### config.mk
export PLATFORM = sky130hd
export DESIGN_NAME = clock_step_controller
export DESIGN_NICKNAME = d
export VERILOG_FILES = /design/src/rtl/turtle_clk_pkg.sv /design/src/rtl/bit_synchronizer.sv /design/src/rtl/clock_step_controller.sv
export SDC_FILE = /design/constraint.sdc
export NUM_CORES = 1
export LEC_CHECK = 0
export CORE_MARGIN = 2
export CORE_UTILIZATION = 30
export CTS_CLUSTER_SIZE = 28
export DETAILED_ROUTE_END_ITERATION = 8
export SLEW_MARGIN = 10
export SYNTH_ARGS = -nofsm -noshare
export SYNTH_HDL_FRONTEND = slang
export SYNTH_SLANG_ARGS = --single-unit
### constraint.sdc
create_clock -name clk -period 2.1 [get_ports clk]
set_input_delay 0.63 -clock clk [delete_from_list [all_inputs] [get_ports clk]]
set_output_delay 0.63 -clock clk [all_outputs]
set_load 0.01 [all_outputs]
### src/rtl/turtle_clk_pkg.sv
// Shared types and constants for the clock-step front-end.
package turtle_clk_pkg;

    localparam int unsigned SYNC_STAGES = 2;

    typedef enum logic [1:0] {
        BTN_IDLE,
        BTN_PRESS_WAIT,
        BTN_PRESSED,
        BTN_RELEASE_WAIT
    } btn_state_t;

endpackage

### src/rtl/bit_synchronizer.sv
// Multi-flop synchronizer for one asynchronous control bit; resets to 0.
module bit_synchronizer #(
    parameter int unsigned STAGES = 2
) (
    input  logic clk_i,
    input  logic rst_ni,
    input  logic d_i,
    output logic q_o
);

    logic [STAGES-1:0] sync_q;

    always_ff @(posedge clk_i or negedge rst_ni) begin
        if (!rst_ni) begin
            sync_q <= '0;
        end else begin
            sync_q[0] <= d_i;
            for (int unsigned i = 1; i < STAGES; i++) begin
                sync_q[i] <= sync_q[i-1];
            end
        end
    end

    assign q_o = sync_q[STAGES-1];

endmodule

### src/rtl/clock_step_controller.sv
// Turns the manual switch and step button into a one-cycle CPU advance enable,
// either one per debounced press (manual) or a divided free-running enable (run).
module clock_step_controller
    import turtle_clk_pkg::*;
#(
    parameter int unsigned DEBOUNCE_CYCLES = 100000,
    parameter int unsigned RUN_DIVIDE      = 100,
    parameter int unsigned COUNT_WIDTH     = 32
) (
    input  logic                   clk,
    input  logic                   reset_n,
    input  logic                   manual_clk_sw,
    input  logic                   pulse_clk_btn,
    output logic                   cpu_clk_en,
    output logic                   manual_mode,
    output logic [COUNT_WIDTH-1:0] step_count
);

    localparam int unsigned CNT_W = $clog2(DEBOUNCE_CYCLES + 1);
    localparam int unsigned DIV_W = $clog2(RUN_DIVIDE + 1);
    // The wait states exit on the edge that would bump cnt to DEBOUNCE_CYCLES-1,
    // so the debounce window spans exactly DEBOUNCE_CYCLES stable samples.
    localparam logic [CNT_W-1:0] CNT_LAST =
        CNT_W'((DEBOUNCE_CYCLES > 1) ? DEBOUNCE_CYCLES - 2 : 0);
    localparam logic [DIV_W-1:0] DIV_LAST = DIV_W'(RUN_DIVIDE - 1);

    logic sw_s;
    logic btn_s;

    bit_synchronizer #(.STAGES(SYNC_STAGES)) u_sw_sync (
        .clk_i  (clk),
        .rst_ni (reset_n),
        .d_i    (manual_clk_sw),
        .q_o    (sw_s)
    );

    bit_synchronizer #(.STAGES(SYNC_STAGES)) u_btn_sync (
        .clk_i  (clk),
        .rst_ni (reset_n),
        .d_i    (pulse_clk_btn),
        .q_o    (btn_s)
    );

    btn_state_t             state_q, state_d;
    logic [CNT_W-1:0]       cnt_q, cnt_d;
    logic [DIV_W-1:0]       div_q, div_d;
    logic                   en_q, en_d;
    logic [COUNT_WIDTH-1:0] step_q, step_d;
    logic                   press_evt;

    always_comb begin
        state_d   = state_q;
        cnt_d     = cnt_q;
        press_evt = 1'b0;
        unique case (state_q)
            BTN_IDLE: begin
                if (btn_s) begin
                    state_d = BTN_PRESS_WAIT;
                    cnt_d   = '0;
                end
            end
            BTN_PRESS_WAIT: begin
                if (!btn_s) begin
                    state_d = BTN_IDLE;
                end else if (cnt_q == CNT_LAST) begin
                    state_d   = BTN_PRESSED;
                    press_evt = 1'b1;
                end else begin
                    cnt_d = cnt_q + CNT_W'(1);
                end
            end
            BTN_PRESSED: begin
                if (!btn_s) begin
                    state_d = BTN_RELEASE_WAIT;
                    cnt_d   = '0;
                end
            end
            BTN_RELEASE_WAIT: begin
                if (btn_s) begin
                    state_d = BTN_PRESSED;
                end else if (cnt_q == CNT_LAST) begin
                    state_d = BTN_IDLE;
                end else begin
                    cnt_d = cnt_q + CNT_W'(1);
                end
            end
            default: state_d = BTN_IDLE;
        endcase
    end

    always_comb begin
        if (sw_s) begin
            div_d = '0;
            en_d  = press_evt;
        end else begin
            div_d = (div_q == DIV_LAST) ? '0 : div_q + DIV_W'(1);
            en_d  = (div_q == DIV_LAST);
        end
        step_d = en_q ? step_q + COUNT_WIDTH'(1) : step_q;
    end

    always_ff @(posedge clk or negedge reset_n) begin
        if (!reset_n) begin
            state_q <= BTN_IDLE;
            cnt_q   <= '0;
            div_q   <= '0;
            en_q    <= 1'b0;
            step_q  <= '0;
        end else begin
            state_q <= state_d;
            cnt_q   <= cnt_d;
            div_q   <= div_d;
            en_q    <= en_d;
            step_q  <= step_d;
        end
    end

    assign cpu_clk_en  = en_q;
    assign manual_mode = sw_s;
    assign step_count  = step_q;

endmodule

==> impl_metrics.py, run 1 <==
metrics = {
    "routing": {
        "drtIter0Drc": 177,
        "ant_nets": 0,
        "wl_per_cell_um": 13.5,
        "vias": 2356,
        "post_drt_via_cell_ratio": 4.96,
        "drc": 0,
        "dr.pass1.iters": 6,
        "drt-total-wl_um": 6420,
    },
    "synthesis": {
        "synth_fa_ha_area_share_pct": 1.62,
        "synth_mux_area_share_pct": 2.64,
        "synth_top_area_share_pct": 51.2,
        "ys_warn_count": 0,
        "yosys-top-cells-area": "dfrtp_1, xnor2_1, xor2_1, nand3_1, and4_1",
        "syn_avg_cell_area_um2": 10.9,
        "synth_top_family_by_area": "simple AND/OR/NAND/NOR gates",
        "synth_ff_type": "dfrtp_1",
        "yosysUniqueCellTypes": 47,
        "synth_area_mm2": 0.00308,
        "yosys.area.top_type": "dfrtp_1",
        "synth-async-reset-ratio_pct": 100,
        "ys_ff_latch": 63,
        "synth_compound_area_share_pct": 6.70,
        "synthCells": 284,
        "synthSimpleGateAreaFrac_pct": 25.1,
        "synth_edf_count": 0,
        "synth_most_common_cell": "dfrtp_1",
        "netlist_top_cells_count": "dfrtp_1, nand3_1, xnor2_1",
        "syn_nets": 292,
        "synth-seq-area-share_pct": 51.2,
        "synth_xor_area_share_pct": 10.8,
    },
    "global_route": {
        "grt_max_degree": 48,
        "antenna_found_initial": 0,
        "overflow": 0,
        "track_usage_pct": 12.4,
        "grt_pass1_wl_um": 11200,
        "grt_pass1_vias": 2246,
    },
    "sta": {
        "rsz0062_at_grt": "false",
        "slew_viol_final": 0,
        "finalCriticalPeriod_ps": 2010,
        "post-route-period-util_pct": 95.8,
        "slew_headroom_pct": 72.9,
        "tns_ps": 0,
        "fmax_ghz": 0.497,
        "finClkSkew_ps": 10.9,
        "tightest_slew_ps": 407,
        "finalHoldViolations": 0,
        "setup_violations": 0,
    },
    "die": {
        "core_mm2": 0.00986,
        "start_util_pct": 31.2,
        "dieWidth_um": 105,
        "rows": 36,
        "io_pins": 38,
        "die_area_mm2": 0.0111,
        "dieHeight_um": 105,
    },
    "outcome": {
        "status": "complete, no violations",
    },
    "setup_path": {
        "crit_type": "register to output pin",
        "max_stage_delay_ps": 580,
        "crit_buf_inv": 1,
        "cp_slowest_cell": "clkdlybuf4s50_1",
        "worst_setup_path_end_kind": "output pin",
        "arrival_ps": 1380,
        "cp-start-kind": "register",
        "crit_path_max_fanout": 6,
        "cp_top_family": "buffers and inverters",
        "crit_required_ps": 1470,
        "crit_chain": "clkdlybuf4s50_1",
    },
    "place": {
        "port_buffers": 37,
        "gp_congestion": 0.781,
        "dpl.hpwl_um": 4450,
    },
    "power": {
        "power_density_mw_per_mm2": 652,
        "vdd_drop_max_uv": 325,
        "p_leak_nw": 1.75,
    },
    "final_layout": {
        "area_growth_pct": 27.0,
        "final_core_util_pct": 39.7,
        "nets": 345,
        "antenna_cells": 0,
        "drive_above_1_share_pct": 12.6,
    },
    "cts": {
        "clk_pin_slew_ps": 70,
        "cts_made_buffers": 9,
        "cts_resized": 1,
        "clk_latency_ps": 340,
        "post_cts_buffers": 0,
        "cts_root_buf": "clkbuf_8",
        "cts_buffer_depth": 2,
        "cts_sinks": 63,
        "hold_buffers": 0,
        "htreeDepth": 3,
        "cts_tree": "done",
    },
    "flow_run": {
        "cap_violations": 0,
    },
    "min_path": {
        "hold_class": "input port to async pin",
    },
}
## state kept, by name, summed over array words and instances (netlist names), named ones only
| name | count |
|---|---|
| step_count | 32 |
| cnt_q | 17 |
| div_q | 7 |
| u_btn_sync.sync_q | 2 |
| u_sw_sync.sync_q | 2 |
| cpu_clk_en | 1 |
| state_q | 1 |
## routing by layer
layer / share of wire [%] / global-route usage, % / up-vias / wire length (µm)
met5: 0 / 0 / - / 0
met2: 46 / 19.2 / 48 / 2970
met4: 1.4 / 5.05 / 0 / 93
met1: 48 / 16.4 / 1153 / 3080
met3: 4.2 / 3.28 / 8 / 272
li1: - / - / 1147 / -
## power by group
group          internal (mW)  total (mW)  leakage (nW)  switching, mW
Sequential              1.23        1.26         0.862         0.0239
Combinational         0.0405       0.103         0.779         0.0626
Clock                  0.701        1.19         0.110          0.490
## cell families (layout without fill, tap and decap cells)
logic type	Yosys count	after routing
DFF	63	63
and+or+nand+nor	131	131
buffers and inverters	12	70
muxes	7	7
xor gates and xnor gates	38	38
AOI/OAI and AO/OA	29	29
adders and majority gates	4	4
## cell usage in the layout, fill, tap and decap left out, drive strengths merged, types with 7 or more instances in the layout
cell type	synthesis	final
and2	8	8
clkdlybuf4s50	0	36
and4	12	12
and3	7	7
nor4	7	7
nand2	18	18
xor2	17	17
nand4	15	15
o21ai	8	8
buf	3	14
nor2	20	20
clkbuf	5	11
dfrtp	63	63
nand3	24	24
xnor2	21	21
## cell type report
class	count	area (µm²)
multi-input cells	209	1440
inverters	4	15.0
clock buffers	11	141
well taps	133	166
clock inverters	5	81.3
flip-flops and latches	63	1580
fillers	958	5950
repair buffers	50	488
## path summary, 6_finish.rpt
kind,from,to,slack [ps],depth (start not counted)
min in group clk,u_sw_sync.sync_q[0]$_DFF_PN0_,u_sw_sync.sync_q[1]$_DFF_PN0_,350,0
worst min register to register,u_sw_sync.sync_q[0]$_DFF_PN0_,u_sw_sync.sync_q[1]$_DFF_PN0_,350,0
max in group asynchronous,reset_n,cpu_clk_en$_DFF_PN0_,1290,2
worst max register to register,cnt_q[13]$_DFFE_PN0P_,cnt_q[0]$_DFFE_PN0P_,160,4
worst min-delay path,reset_n,step_count[30]$_DFFE_PN0P_,210,1
worst max-delay path,step_count[23]$_DFFE_PN0P_,step_count[23],90,1
## metrics by stage
step | setup WS (ps) | instances | cell area [µm²] | hold slack (ps) | power [mW]
6_report | 87.9 | 475 | 3910 | 212 | 2.55
5_1_grt | 23.0 | 475 | 3910 | 217 | 2.66
4_1_cts | 69.2 | 475 | 3910 | 201 | 2.60
3_5_place_dp | 148 | 459 | 3690 | 336 | 1.39
3_3_place_gp | 170 | 459 | 3690 | 336 | 1.38
2_1_floorplan | 189 | 284 | 3080 | 331 | 1.32
No activity file was read; power rests on OpenSTA's default activity.
==> run 2, diff against run 1 <==
--- a/config.mk
+++ b/config.mk
@@ -7,6 +7,7 @@
 export LEC_CHECK = 0
 export CORE_MARGIN = 2
 export CORE_UTILIZATION = 30
+export CTS_CLUSTER_DIAMETER = 30
 export CTS_CLUSTER_SIZE = 28
 export DETAILED_ROUTE_END_ITERATION = 8
 export SLEW_MARGIN = 10
==> results of run 2 <==
No change in the layout: final DEF, timing and power equal those of run 1.
